File: src/rtl/ysyx_22050019_lsu_if.sv
// Bus bundle between the MEM stage, the load/store unit and the data cache.
// The master modport is the LSU view; slave is the pipeline/cache environment view.
interface ysyx_22050019_lsu_if #(
  parameter int ADDR_WIDTH = 32,
  parameter int DATA_WIDTH = 64
);
  logic                    req_valid;
  logic                    req_ready;
  logic                    req_wen;
  logic [ADDR_WIDTH-1:0]   req_addr;
  logic [1:0]              req_size;
  logic                    req_unsigned;
  logic [DATA_WIDTH-1:0]   req_wdata;
  logic                    resp_valid;
  logic [DATA_WIDTH-1:0]   resp_rdata;
  logic                    resp_err;

  logic                    ar_valid;
  logic                    ar_ready;
  logic [ADDR_WIDTH-1:0]   ar_addr;
  logic                    r_valid;
  logic                    r_ready;
  logic [1:0]              r_resp;
  logic [DATA_WIDTH-1:0]   r_data;
  logic                    aw_valid;
  logic                    aw_ready;
  logic [ADDR_WIDTH-1:0]   aw_addr;
  logic                    w_valid;
  logic                    w_ready;
  logic [DATA_WIDTH/8-1:0] w_strb;
  logic [DATA_WIDTH-1:0]   w_data;
  logic                    b_valid;
  logic                    b_ready;
  logic [1:0]              b_resp;

  modport master (
    input  req_valid, req_wen, req_addr, req_size, req_unsigned, req_wdata,
    output req_ready, resp_valid, resp_rdata, resp_err,
    output ar_valid, ar_addr, r_ready, aw_valid, aw_addr, w_valid, w_strb, w_data, b_ready,
    input  ar_ready, r_valid, r_resp, r_data, aw_ready, w_ready, b_valid, b_resp
  );

  modport slave (
    output req_valid, req_wen, req_addr, req_size, req_unsigned, req_wdata,
    input  req_ready, resp_valid, resp_rdata, resp_err,
    input  ar_valid, ar_addr, r_ready, aw_valid, aw_addr, w_valid, w_strb, w_data, b_ready,
    output ar_ready, r_valid, r_resp, r_data, aw_ready, w_ready, b_valid, b_resp
  );
endinterface

File: src/rtl/ysyx_22050019_lsu.sv
// Load/store unit: one outstanding request, translated onto the cache ar/r or aw/w/b
// channels, with lane alignment of store data and extension of load data.
module ysyx_22050019_lsu #(
  parameter int ADDR_WIDTH = 32,
  parameter int DATA_WIDTH = 64
) (
  input logic                  clk_i,
  input logic                  rst_ni,
  ysyx_22050019_lsu_if.master  bus
);

  localparam int STRB_W = DATA_WIDTH / 8;

  typedef enum logic [2:0] {
    S_IDLE = 3'd0,
    S_AR   = 3'd1,
    S_R    = 3'd2,
    S_AW   = 3'd3,
    S_W    = 3'd4,
    S_B    = 3'd5,
    S_ERR  = 3'd6
  } state_e;

  function automatic logic misaligned(input logic [1:0] size, input logic [2:0] off);
    case (size)
      2'd0:    return 1'b0;
      2'd1:    return off[0];
      2'd2:    return |off[1:0];
      2'd3:    return |off;
      default: return 1'b1;
    endcase
  endfunction

  function automatic logic [STRB_W-1:0] size_mask(input logic [1:0] size);
    case (size)
      2'd0:    return STRB_W'(8'h01);
      2'd1:    return STRB_W'(8'h03);
      2'd2:    return STRB_W'(8'h0F);
      2'd3:    return STRB_W'(8'hFF);
      default: return '0;
    endcase
  endfunction

  function automatic logic [DATA_WIDTH-1:0] extend(input logic [DATA_WIDTH-1:0] x,
                                                   input logic [1:0] size,
                                                   input logic uns);
    case (size)
      2'd0:    return {{(DATA_WIDTH-8){~uns & x[7]}}, x[7:0]};
      2'd1:    return {{(DATA_WIDTH-16){~uns & x[15]}}, x[15:0]};
      2'd2:    return {{(DATA_WIDTH-32){~uns & x[31]}}, x[31:0]};
      2'd3:    return x;
      default: return '0;
    endcase
  endfunction

  state_e                  state_q, state_d;
  logic [ADDR_WIDTH-1:0]   addr_q, addr_d;
  logic [1:0]              size_q, size_d;
  logic                    uns_q, uns_d;
  logic [DATA_WIDTH-1:0]   wdata_q, wdata_d;
  logic                    resp_valid_q, resp_valid_d;
  logic [DATA_WIDTH-1:0]   resp_rdata_q, resp_rdata_d;
  logic                    resp_err_q, resp_err_d;

  logic [5:0]              sh_s;
  logic [ADDR_WIDTH-1:0]   aligned_s;

  assign sh_s      = {addr_q[2:0], 3'b000};
  assign aligned_s = {addr_q[ADDR_WIDTH-1:3], 3'b000};

  // The cache ORs both address buses, so the idle channel must always read zero.
  assign bus.req_ready  = (state_q == S_IDLE);
  assign bus.ar_valid   = (state_q == S_AR);
  assign bus.ar_addr    = (state_q == S_AR) ? aligned_s : '0;
  assign bus.r_ready    = (state_q == S_R);
  assign bus.aw_valid   = (state_q == S_AW);
  assign bus.aw_addr    = (state_q == S_AW) ? aligned_s : '0;
  assign bus.w_valid    = (state_q == S_W);
  assign bus.w_data     = (state_q == S_W) ? (wdata_q << sh_s) : '0;
  assign bus.w_strb     = (state_q == S_W) ? (size_mask(size_q) << addr_q[2:0]) : '0;
  assign bus.b_ready    = (state_q == S_B);
  assign bus.resp_valid = resp_valid_q;
  assign bus.resp_rdata = resp_rdata_q;
  assign bus.resp_err   = resp_err_q;

  // Next-state, request latch and completion response computation.
  always_comb begin
    state_d      = state_q;
    addr_d       = addr_q;
    size_d       = size_q;
    uns_d        = uns_q;
    wdata_d      = wdata_q;
    resp_valid_d = 1'b0;
    resp_rdata_d = '0;
    resp_err_d   = 1'b0;
    case (state_q)
      S_IDLE: begin
        if (bus.req_valid) begin
          addr_d  = bus.req_addr;
          size_d  = bus.req_size;
          uns_d   = bus.req_unsigned;
          wdata_d = bus.req_wdata;
          if (misaligned(bus.req_size, bus.req_addr[2:0])) begin
            state_d = S_ERR;
          end else if (bus.req_wen) begin
            state_d = S_AW;
          end else begin
            state_d = S_AR;
          end
        end else begin
          state_d = S_IDLE;
        end
      end
      S_AR: begin
        if (bus.ar_ready) begin
          state_d = S_R;
        end else begin
          state_d = S_AR;
        end
      end
      S_R: begin
        if (bus.r_valid) begin
          state_d      = S_IDLE;
          resp_valid_d = 1'b1;
          resp_err_d   = |bus.r_resp;
          resp_rdata_d = (|bus.r_resp) ? '0 : extend(bus.r_data >> sh_s, size_q, uns_q);
        end else begin
          state_d = S_R;
        end
      end
      S_AW: begin
        if (bus.aw_ready) begin
          state_d = S_W;
        end else begin
          state_d = S_AW;
        end
      end
      S_W: begin
        if (bus.w_ready) begin
          state_d = S_B;
        end else begin
          state_d = S_W;
        end
      end
      S_B: begin
        if (bus.b_valid) begin
          state_d      = S_IDLE;
          resp_valid_d = 1'b1;
          resp_err_d   = |bus.b_resp;
        end else begin
          state_d = S_B;
        end
      end
      S_ERR: begin
        state_d      = S_IDLE;
        resp_valid_d = 1'b1;
        resp_err_d   = 1'b1;
      end
      default: begin
        state_d = S_IDLE;
      end
    endcase
  end

  // State and response registers; reset drops any in-flight transaction silently.
  always_ff @(posedge clk_i or negedge rst_ni) begin
    if (!rst_ni) begin
      state_q      <= S_IDLE;
      addr_q       <= '0;
      size_q       <= 2'd0;
      uns_q        <= 1'b0;
      wdata_q      <= '0;
      resp_valid_q <= 1'b0;
      resp_rdata_q <= '0;
      resp_err_q   <= 1'b0;
    end else begin
      state_q      <= state_d;
      addr_q       <= addr_d;
      size_q       <= size_d;
      uns_q        <= uns_d;
      wdata_q      <= wdata_d;
      resp_valid_q <= resp_valid_d;
      resp_rdata_q <= resp_rdata_d;
      resp_err_q   <= resp_err_d;
    end
  end

endmodule
File: src/flat_wrapper.sv
// flat-port wrapper written by rule: the top's interface ports become plain ports
module ysyx_22050019_lsu_flat 
#(
  parameter int ADDR_WIDTH = 32,
  parameter int DATA_WIDTH = 64
)
  (clk_i, rst_ni, bus_req_valid, bus_req_wen, bus_req_addr, bus_req_size, bus_req_unsigned, bus_req_wdata, bus_req_ready, bus_resp_valid, bus_resp_rdata, bus_resp_err, bus_ar_valid, bus_ar_addr, bus_r_ready, bus_aw_valid, bus_aw_addr, bus_w_valid, bus_w_strb, bus_w_data, bus_b_ready, bus_ar_ready, bus_r_valid, bus_r_resp, bus_r_data, bus_aw_ready, bus_w_ready, bus_b_valid, bus_b_resp);
  ysyx_22050019_lsu_if #(.ADDR_WIDTH(ADDR_WIDTH), .DATA_WIDTH(DATA_WIDTH)) bus_i ();
  input logic clk_i;
  input logic rst_ni;
  input wire logic [$bits(bus_i.req_valid)-1:0] bus_req_valid;
  input wire logic [$bits(bus_i.req_wen)-1:0] bus_req_wen;
  input wire logic [$bits(bus_i.req_addr)-1:0] bus_req_addr;
  input wire logic [$bits(bus_i.req_size)-1:0] bus_req_size;
  input wire logic [$bits(bus_i.req_unsigned)-1:0] bus_req_unsigned;
  input wire logic [$bits(bus_i.req_wdata)-1:0] bus_req_wdata;
  output wire logic [$bits(bus_i.req_ready)-1:0] bus_req_ready;
  output wire logic [$bits(bus_i.resp_valid)-1:0] bus_resp_valid;
  output wire logic [$bits(bus_i.resp_rdata)-1:0] bus_resp_rdata;
  output wire logic [$bits(bus_i.resp_err)-1:0] bus_resp_err;
  output wire logic [$bits(bus_i.ar_valid)-1:0] bus_ar_valid;
  output wire logic [$bits(bus_i.ar_addr)-1:0] bus_ar_addr;
  output wire logic [$bits(bus_i.r_ready)-1:0] bus_r_ready;
  output wire logic [$bits(bus_i.aw_valid)-1:0] bus_aw_valid;
  output wire logic [$bits(bus_i.aw_addr)-1:0] bus_aw_addr;
  output wire logic [$bits(bus_i.w_valid)-1:0] bus_w_valid;
  output wire logic [$bits(bus_i.w_strb)-1:0] bus_w_strb;
  output wire logic [$bits(bus_i.w_data)-1:0] bus_w_data;
  output wire logic [$bits(bus_i.b_ready)-1:0] bus_b_ready;
  input wire logic [$bits(bus_i.ar_ready)-1:0] bus_ar_ready;
  input wire logic [$bits(bus_i.r_valid)-1:0] bus_r_valid;
  input wire logic [$bits(bus_i.r_resp)-1:0] bus_r_resp;
  input wire logic [$bits(bus_i.r_data)-1:0] bus_r_data;
  input wire logic [$bits(bus_i.aw_ready)-1:0] bus_aw_ready;
  input wire logic [$bits(bus_i.w_ready)-1:0] bus_w_ready;
  input wire logic [$bits(bus_i.b_valid)-1:0] bus_b_valid;
  input wire logic [$bits(bus_i.b_resp)-1:0] bus_b_resp;
  assign bus_i.req_valid = bus_req_valid;
  assign bus_i.req_wen = bus_req_wen;
  assign bus_i.req_addr = bus_req_addr;
  assign bus_i.req_size = bus_req_size;
  assign bus_i.req_unsigned = bus_req_unsigned;
  assign bus_i.req_wdata = bus_req_wdata;
  assign bus_req_ready = bus_i.req_ready;
  assign bus_resp_valid = bus_i.resp_valid;
  assign bus_resp_rdata = bus_i.resp_rdata;
  assign bus_resp_err = bus_i.resp_err;
  assign bus_ar_valid = bus_i.ar_valid;
  assign bus_ar_addr = bus_i.ar_addr;
  assign bus_r_ready = bus_i.r_ready;
  assign bus_aw_valid = bus_i.aw_valid;
  assign bus_aw_addr = bus_i.aw_addr;
  assign bus_w_valid = bus_i.w_valid;
  assign bus_w_strb = bus_i.w_strb;
  assign bus_w_data = bus_i.w_data;
  assign bus_b_ready = bus_i.b_ready;
  assign bus_i.ar_ready = bus_ar_ready;
  assign bus_i.r_valid = bus_r_valid;
  assign bus_i.r_resp = bus_r_resp;
  assign bus_i.r_data = bus_r_data;
  assign bus_i.aw_ready = bus_aw_ready;
  assign bus_i.w_ready = bus_w_ready;
  assign bus_i.b_valid = bus_b_valid;
  assign bus_i.b_resp = bus_b_resp;
  ysyx_22050019_lsu #(.ADDR_WIDTH(ADDR_WIDTH), .DATA_WIDTH(DATA_WIDTH)) u_core (.clk_i(clk_i), .rst_ni(rst_ni), .bus(bus_i));
endmodule
File: config.mk
export PLATFORM = sky130hd
export DESIGN_NAME = ysyx_22050019_lsu_flat
export DESIGN_NICKNAME = d
export VERILOG_FILES = /design/src/rtl/ysyx_22050019_lsu_if.sv /design/src/rtl/ysyx_22050019_lsu.sv /design/src/flat_wrapper.sv
export SDC_FILE = /design/constraint.sdc
export NUM_CORES = 1
export LEC_CHECK = 0
export ABC_AREA = 1
export ABC_CLOCK_PERIOD_IN_PS = 1900
export BUFFER_PORTS_ARGS = -buffer_cell sky130_fd_sc_hd__buf_2
export CAP_MARGIN = 20
export CORE_UTILIZATION = 37
export CTS_CLUSTER_SIZE = 25
export DETAILED_ROUTE_END_ITERATION = 7
export PLACE_DENSITY = 0.65
export SYNTH_ARGS = -nofsm -noshare
export SYNTH_HDL_FRONTEND = slang
export SYNTH_SLANG_ARGS = --single-unit
File: constraint.sdc
create_clock -name clk_i -period 1.9 [get_ports clk_i]
set_clock_uncertainty 0.1 [all_clocks]
set_input_delay 0.38 -clock clk_i [delete_from_list [all_inputs] [get_ports clk_i]]
set_output_delay 0.38 -clock clk_i [all_outputs]
set_load 0.05 [all_outputs]
Word-level counts from Yosys, hierarchy flattened
Index checks and enable logic that the tools add are counted.
{"block": "totals", "regBits": 168, "out_inout_bits": 208, "wordCells": 62}
{"block": "classes", "eq_ne": 12, "shift": 3, "n_mux": 27, "bitwise_logic": 4, "reduce_logical": 8}
{"cell": "64-bit two-way mux", "n": 4}
{"cell": "64-bit case mux with 4 select lines", "n": 1}
{"cell": "32-bit two-way mux", "n": 2}
{"cell": "64-bit by 6-bit left shift with 64-bit output", "n": 1}
{"cell": "64-bit by 6-bit right shift with 64-bit output", "n": 1}
{"cell": "8-bit case mux with 4 select lines", "n": 1}
{"cell": "3-bit case mux with 6 select lines", "n": 1}
{"cell": "3-bit two-way mux", "n": 4}
{"cell": "3-bit equality test (second input constant)", "n": 3}
{"cell": "2-bit equality test (second input constant)", "n": 4}
{"cell": "8-bit two-way mux", "n": 1}
{"cell": "8-bit by 3-bit left shift with 8-bit output", "n": 1}
{"cell": "1-bit two-way mux", "n": 7}
{"cell": "3-bit by 2-bit equality test with 1-bit output (second input constant)", "n": 2}
{"cell": "2-bit two-way mux", "n": 3}
{"cell": "1-bit case mux with 3 select lines", "n": 2}
{"cell": "2-bit OR reduction", "n": 3}
{"cell": "2-bit by 1-bit equality test with 1-bit output (second input constant)", "n": 2}
{"cell": "2-bit logical NOT", "n": 2}
{"cell": "1-bit case mux with 4 select lines", "n": 1}
{"cell": "1-bit bitwise AND", "n": 3}
{"cell": "3-bit by 1-bit equality test with 1-bit output (second input constant)", "n": 1}
{"cell": "3-bit logical NOT", "n": 1}
{"cell": "3-bit OR reduction", "n": 1}
{"cell": "other kinds (2)", "n": 2}

Longest topological paths before layout
{"block": "depth", "ltp_word": 7, "depth_mapped": 13, "depth_no_buf": 10}

Least setup slack after synthesis
No wires, ideal clock.
{"block": "synth_timing", "path_kind": "register to output", "startpoint": "reg u_core.state_q[0]", "endpoint": "out bus_w_data[0]", "arrival_ns": 2.417, "slack_ns": -0.997, "stages_incl_launch_ff": 8, "path_cell_list": "dfrtp_1 > inv_1 > nand3_1 > nor2_1 > inv_2 > nor2_1 > inv_2 > nor2_1"}
{"block": "synth_via", "elab_chain_cells": 2}
{"item": "from (decl)", "line": "ysyx_22050019_lsu.sv:56", "text": "state_e state_q, state_d;"}
{"item": "from (signal assigned)", "line": "ysyx_22050019_lsu.sv:177", "text": "state_q <= state_d;"}
{"item": "3-bit equality test", "line": "ysyx_22050019_lsu.sv:79", "text": "assign bus.w_data = (state_q == S_W) ? (wdata_q << sh_s) : '0;"}
{"item": "64-bit two-way mux", "line": "ysyx_22050019_lsu.sv:79"}
{"item": "to (decl)", "line": "flat_wrapper.sv:28", "text": "output wire logic [$bits(bus_i.w_data)-1:0] bus_w_data;"}
Every way passes these cells.

Worst setup path in the final report
{"block": "layout_timing", "startpoint": "reg u_core.addr_q[0]", "endpoint": "out bus_w_strb[6]"}
{"block": "layout_via", "elab_chain_cells": 2}
{"item": "from (decl)", "line": "ysyx_22050019_lsu.sv:57", "text": "logic [ADDR_WIDTH-1:0] addr_q, addr_d;"}
{"item": "from (signal assigned)", "line": "ysyx_22050019_lsu.sv:178", "text": "addr_q <= addr_d;"}
{"item": "8-bit by 3-bit left shift with 8-bit output", "line": "ysyx_22050019_lsu.sv:80", "text": "assign bus.w_strb = (state_q == S_W) ? (size_mask(size_q) << addr_q[2:0]) : '0;"}
{"item": "8-bit two-way mux", "line": "ysyx_22050019_lsu.sv:80"}
{"item": "to (decl)", "line": "flat_wrapper.sv:27", "text": "output wire logic [$bits(bus_i.w_strb)-1:0] bus_w_strb;"}
Every way passes these cells.

==> summary.txt <==
Status
  • Outcome: complete, but fails checks
  • Violated checks: setup timing

Synth
  • FF+latch count, synth: 168
  • Post-synth EDFFs: 0
  • Synth async-reset ratio: 1.00
  • Share of the synthesized area in the top cell type: 0.399
  • Synth warnings: 0
  • Syn_area_per_cell: 6.50 µm²
  • Seq/Total Area, Yosys: 0.399
  • Most used DFF post-synth: dfrtp_1
  • Largest area contributor in the netlist: dfrtp_1
  • Post-synthesis cell count: 1,620
  • Mapped Area: 10,500 µm²
  • Post-synthesis cell type count: 35
  • Synth area leaders: dfrtp_1 (40%), nand2_1 (22%), nor2_1 (7.8%)

Worst setup path
  • Reg-to-reg endpoint: u_core.bus.resp_rdata[19]
  • Critical path's slowest cell: dfrtp_4
  • Worst Setup Path Type: reg2out
  • CP bufs+invs: 5
  • Worst Path Max Fanout: 24
  • Reg-to-reg startpoint: u_core.addr_q[0]
  • Crit path max-delay family: buffers and inverters
  • Worst path cell trace: buf_4 -> inv_4 -> buf_12 -> o21ai_2 -> a21oi_2 -> nand2_1 -> nand2_2 -> clkinvlp_4 -> buf_6
  • CP arrival: 2.08 ns
  • Startpoint Class: flip-flop
  • FF-to-FF setup slack: -0.29 ns
  • WP data required: 1.42 ns
  • Worst reg2reg path depth: 11
  • Max stage delay on crit path: 0.49 ns
  • Setup crit end kind: output port

Power
  • P per Cell Area: 1760 nW/µm²
  • NetSw: 0.0166 W
  • Leakage: 8.93 nW
  • Combinational share of power: 0.703
  • Internal power: 0.0146 W
  • Seq pwr share: 0.183
  • Total power: 0.0312 W
  • Clock share of power: 0.114
  • Switching share of power: 0.532
  • Peak supply drop: 998 µV

Final layout
  • # nets final: 2,243
  • P&R area growth vs syn: 68.6%
  • Share of cells above drive strength 1: 0.423
  • # fillers: 2,341
  • Finished Layout Cells: 2,462
  • Commonest non-fill, non-tap cell in the layout: nand2_1
  • Design area: 17,800 µm²
  • Most frequent cells in the layout: nand2_1 (587), buf_2 (241), dfrtp_1 (166), buf_6 (118), nor2_1 (114)

Drt
  • Wire per inst: 19.9 µm
  • Pre-antenna DRT Iters: 6
  • Via count: 13,000
  • Number of remaining DRC errors: 0
  • Detailed Route WL: 49,000 µm
  • Drt initial violations: 1,319
  • Via/cell ratio: 5.29
  • Antenna-violating nets left: 0

Timing
  • Fin. Hold Viols: 0
  • Period utilisation layout: 1.34
  • Slew @ Worst Pin: 0.543 ns
  • Final min period: 2.56 ns
  • Setup TNS: -79.83 ns
  • Setup WS post-layout: -0.655 ns
  • Number of setup violations in the final report: 260
  • Worst slew margin: 0.638
  • RSZ-0062 raised after global routing: true
  • Maximum clock rate: 0.391 GHz
  • Pins over their slew limit: 0

Floorplanning
  • DIE AREA: 29,100 µm²
  • Core area: 27,900 µm²
  • I/O pin count: 384
  • Die W: 171 µm
  • Die Height: 171 µm
  • Cell row count: 61
  • Initial core utilization: 0.378

Clock tree
  • Total CTS buffers: 17
  • Max Root-Sink Buffers: 2
  • Clock Root Buffer: clkbuf_16
  • Clock Latency Late Sink: 0.44 ns
  • Clock sink count: 168
  • Clock Pin Slew Worst Setup and Hold Paths: 0.08 ns
  • H-Tree Depth: 4
  • TritonCTS clock tree: yes

Placement
  • Area after DPL: 14,800 µm²
  • Placed insts: 2,392
  • PortBufs: 377
  • GP Congestion: 0.960
  • Hpwl dp: 33,300 µm

Job
  • Max cap viols: 0

Min path
  • Hold Path End: u_core.wdata_q[14]
  • HP Class: in2reg
  • Hold Path Cell Cnt: 3
  • Hold_sp: bus_req_wdata[14]

Global route
  • Global-route wire length before repair: 70,900 µm
  • Vias in the first global route: 12,300
  • Overflow after GRT: 0
  • Largest net degree at the start of global routing: 51
  • GRT Overall Usage: 0.324
  • Initial antenna violation count: 7
-- worst reg2reg max path, cell delays in order (launching register included) --
cell and delay, ns:
dfrtp_4 0.49, buf_6 0.15, buf_4 0.14, buf_6 0.16, buf_12 0.19, or2_2 0.34
nand3_1 0.11, nand2_1 0.08, nor2_1 0.13, nor2_1 0.06, nor2_1 0.11, nor2_1 0.04
-- flip-flops by register name (all words and copies together), names as in the netlist --
signal	count
u_core.addr_q	32
u_core.bus.resp_err	1
u_core.bus.resp_rdata	64
u_core.bus.resp_valid	1
u_core.size_q	2
u_core.state_q	3
u_core.uns_q	1
u_core.wdata_q	64
-- worst max path at each step --
stage | from | endpoint | slack, ns | depth (start not counted)
finish | u_core.addr_q[0] | bus_w_strb[6] | -0.66 | 9
global route | u_core.addr_q[0] | bus_w_strb[6] | -0.70 | 9
CTS | u_core.addr_q[0] | bus_w_data[40] | -0.61 | 7
detailed placement | u_core.addr_q[0] | bus_w_data[41] | -0.22 | 6
global placement | u_core.addr_q[0] | bus_w_data[41] | -0.21 | 6
floorplan | u_core.addr_q[0] | bus_w_data[41] | -0.21 | 8
-- Yosys cell counts (all sizes together) (12+ instances only) --
cell / n
clkbuf: 43
o22ai: 16
inv: 101
nand2: 629
nor2: 243
or2: 12
nand3: 126
o21ai: 112
buf: 76
dfrtp: 168
mux2i: 15
a21oi: 40
-- power by group through the flow --
stage | registers [W] | logic, W | clock network, W
floorplan | 0.00554 | 0.0124 | 0
global placement | 0.00557 | 0.0175 | 0
detailed placement | 0.00558 | 0.0176 | 0
CTS | 0.00562 | 0.0204 | 0.00357
global route | 0.00578 | 0.0233 | 0.00369
finish | 0.00571 | 0.0219 | 0.00356
-- per-layer routing --
layer,wire [µm],track usage,vias to the layer above
met2,23100,0.518,766
met3,4270,0.0641,154
li1,-,-,5986
met1,19100,0.415,6107
met5,26,0,-
met4,2530,0.166,4
-- through the flow --
stage                util  hold WS [ns]  setup slack [ns]
finish              0.638        0.0261            -0.655
global route        0.637        0.0391            -0.700
CTS                 0.618        0.0193            -0.612
detailed placement  0.532         0.205            -0.216
global placement    0.532         0.204            -0.209
floorplan               -       -0.0156            -0.205
-- logic make-up after synthesis --
| family | synth area share |
|---|---|
| compound gates | 0.0987 |
| other cells | 0.000356 |
| flops | 0.399 |
| simple gates | 0.394 |
| buf+inv | 0.0935 |
| mux | 0.0143 |
-- layout make-up --
type / instances / area [µm²] / area share
tap: 378 / 473 / 0.0266
timing repair buffer: 541 / 4900 / 0.276
multi-input combinational: 1237 / 7160 / 0.403
antenna: 5 / 12.5 / 0.000705
inverter: 102 / 438 / 0.0247
clock buffer: 17 / 425 / 0.0240
clock inverter: 14 / 141 / 0.00796
sequential: 168 / 4210 / 0.237
-- what timing repair did --
item,CTS,global route
endpoints found under the hold margin,28,0
resized for setup,406,106
hold buffers,1,0
pin swaps,26,26
cloned,9,5
setup endpoints to repair,190,260
setup buffers,14,12
(Power assumes the default switching activity.)
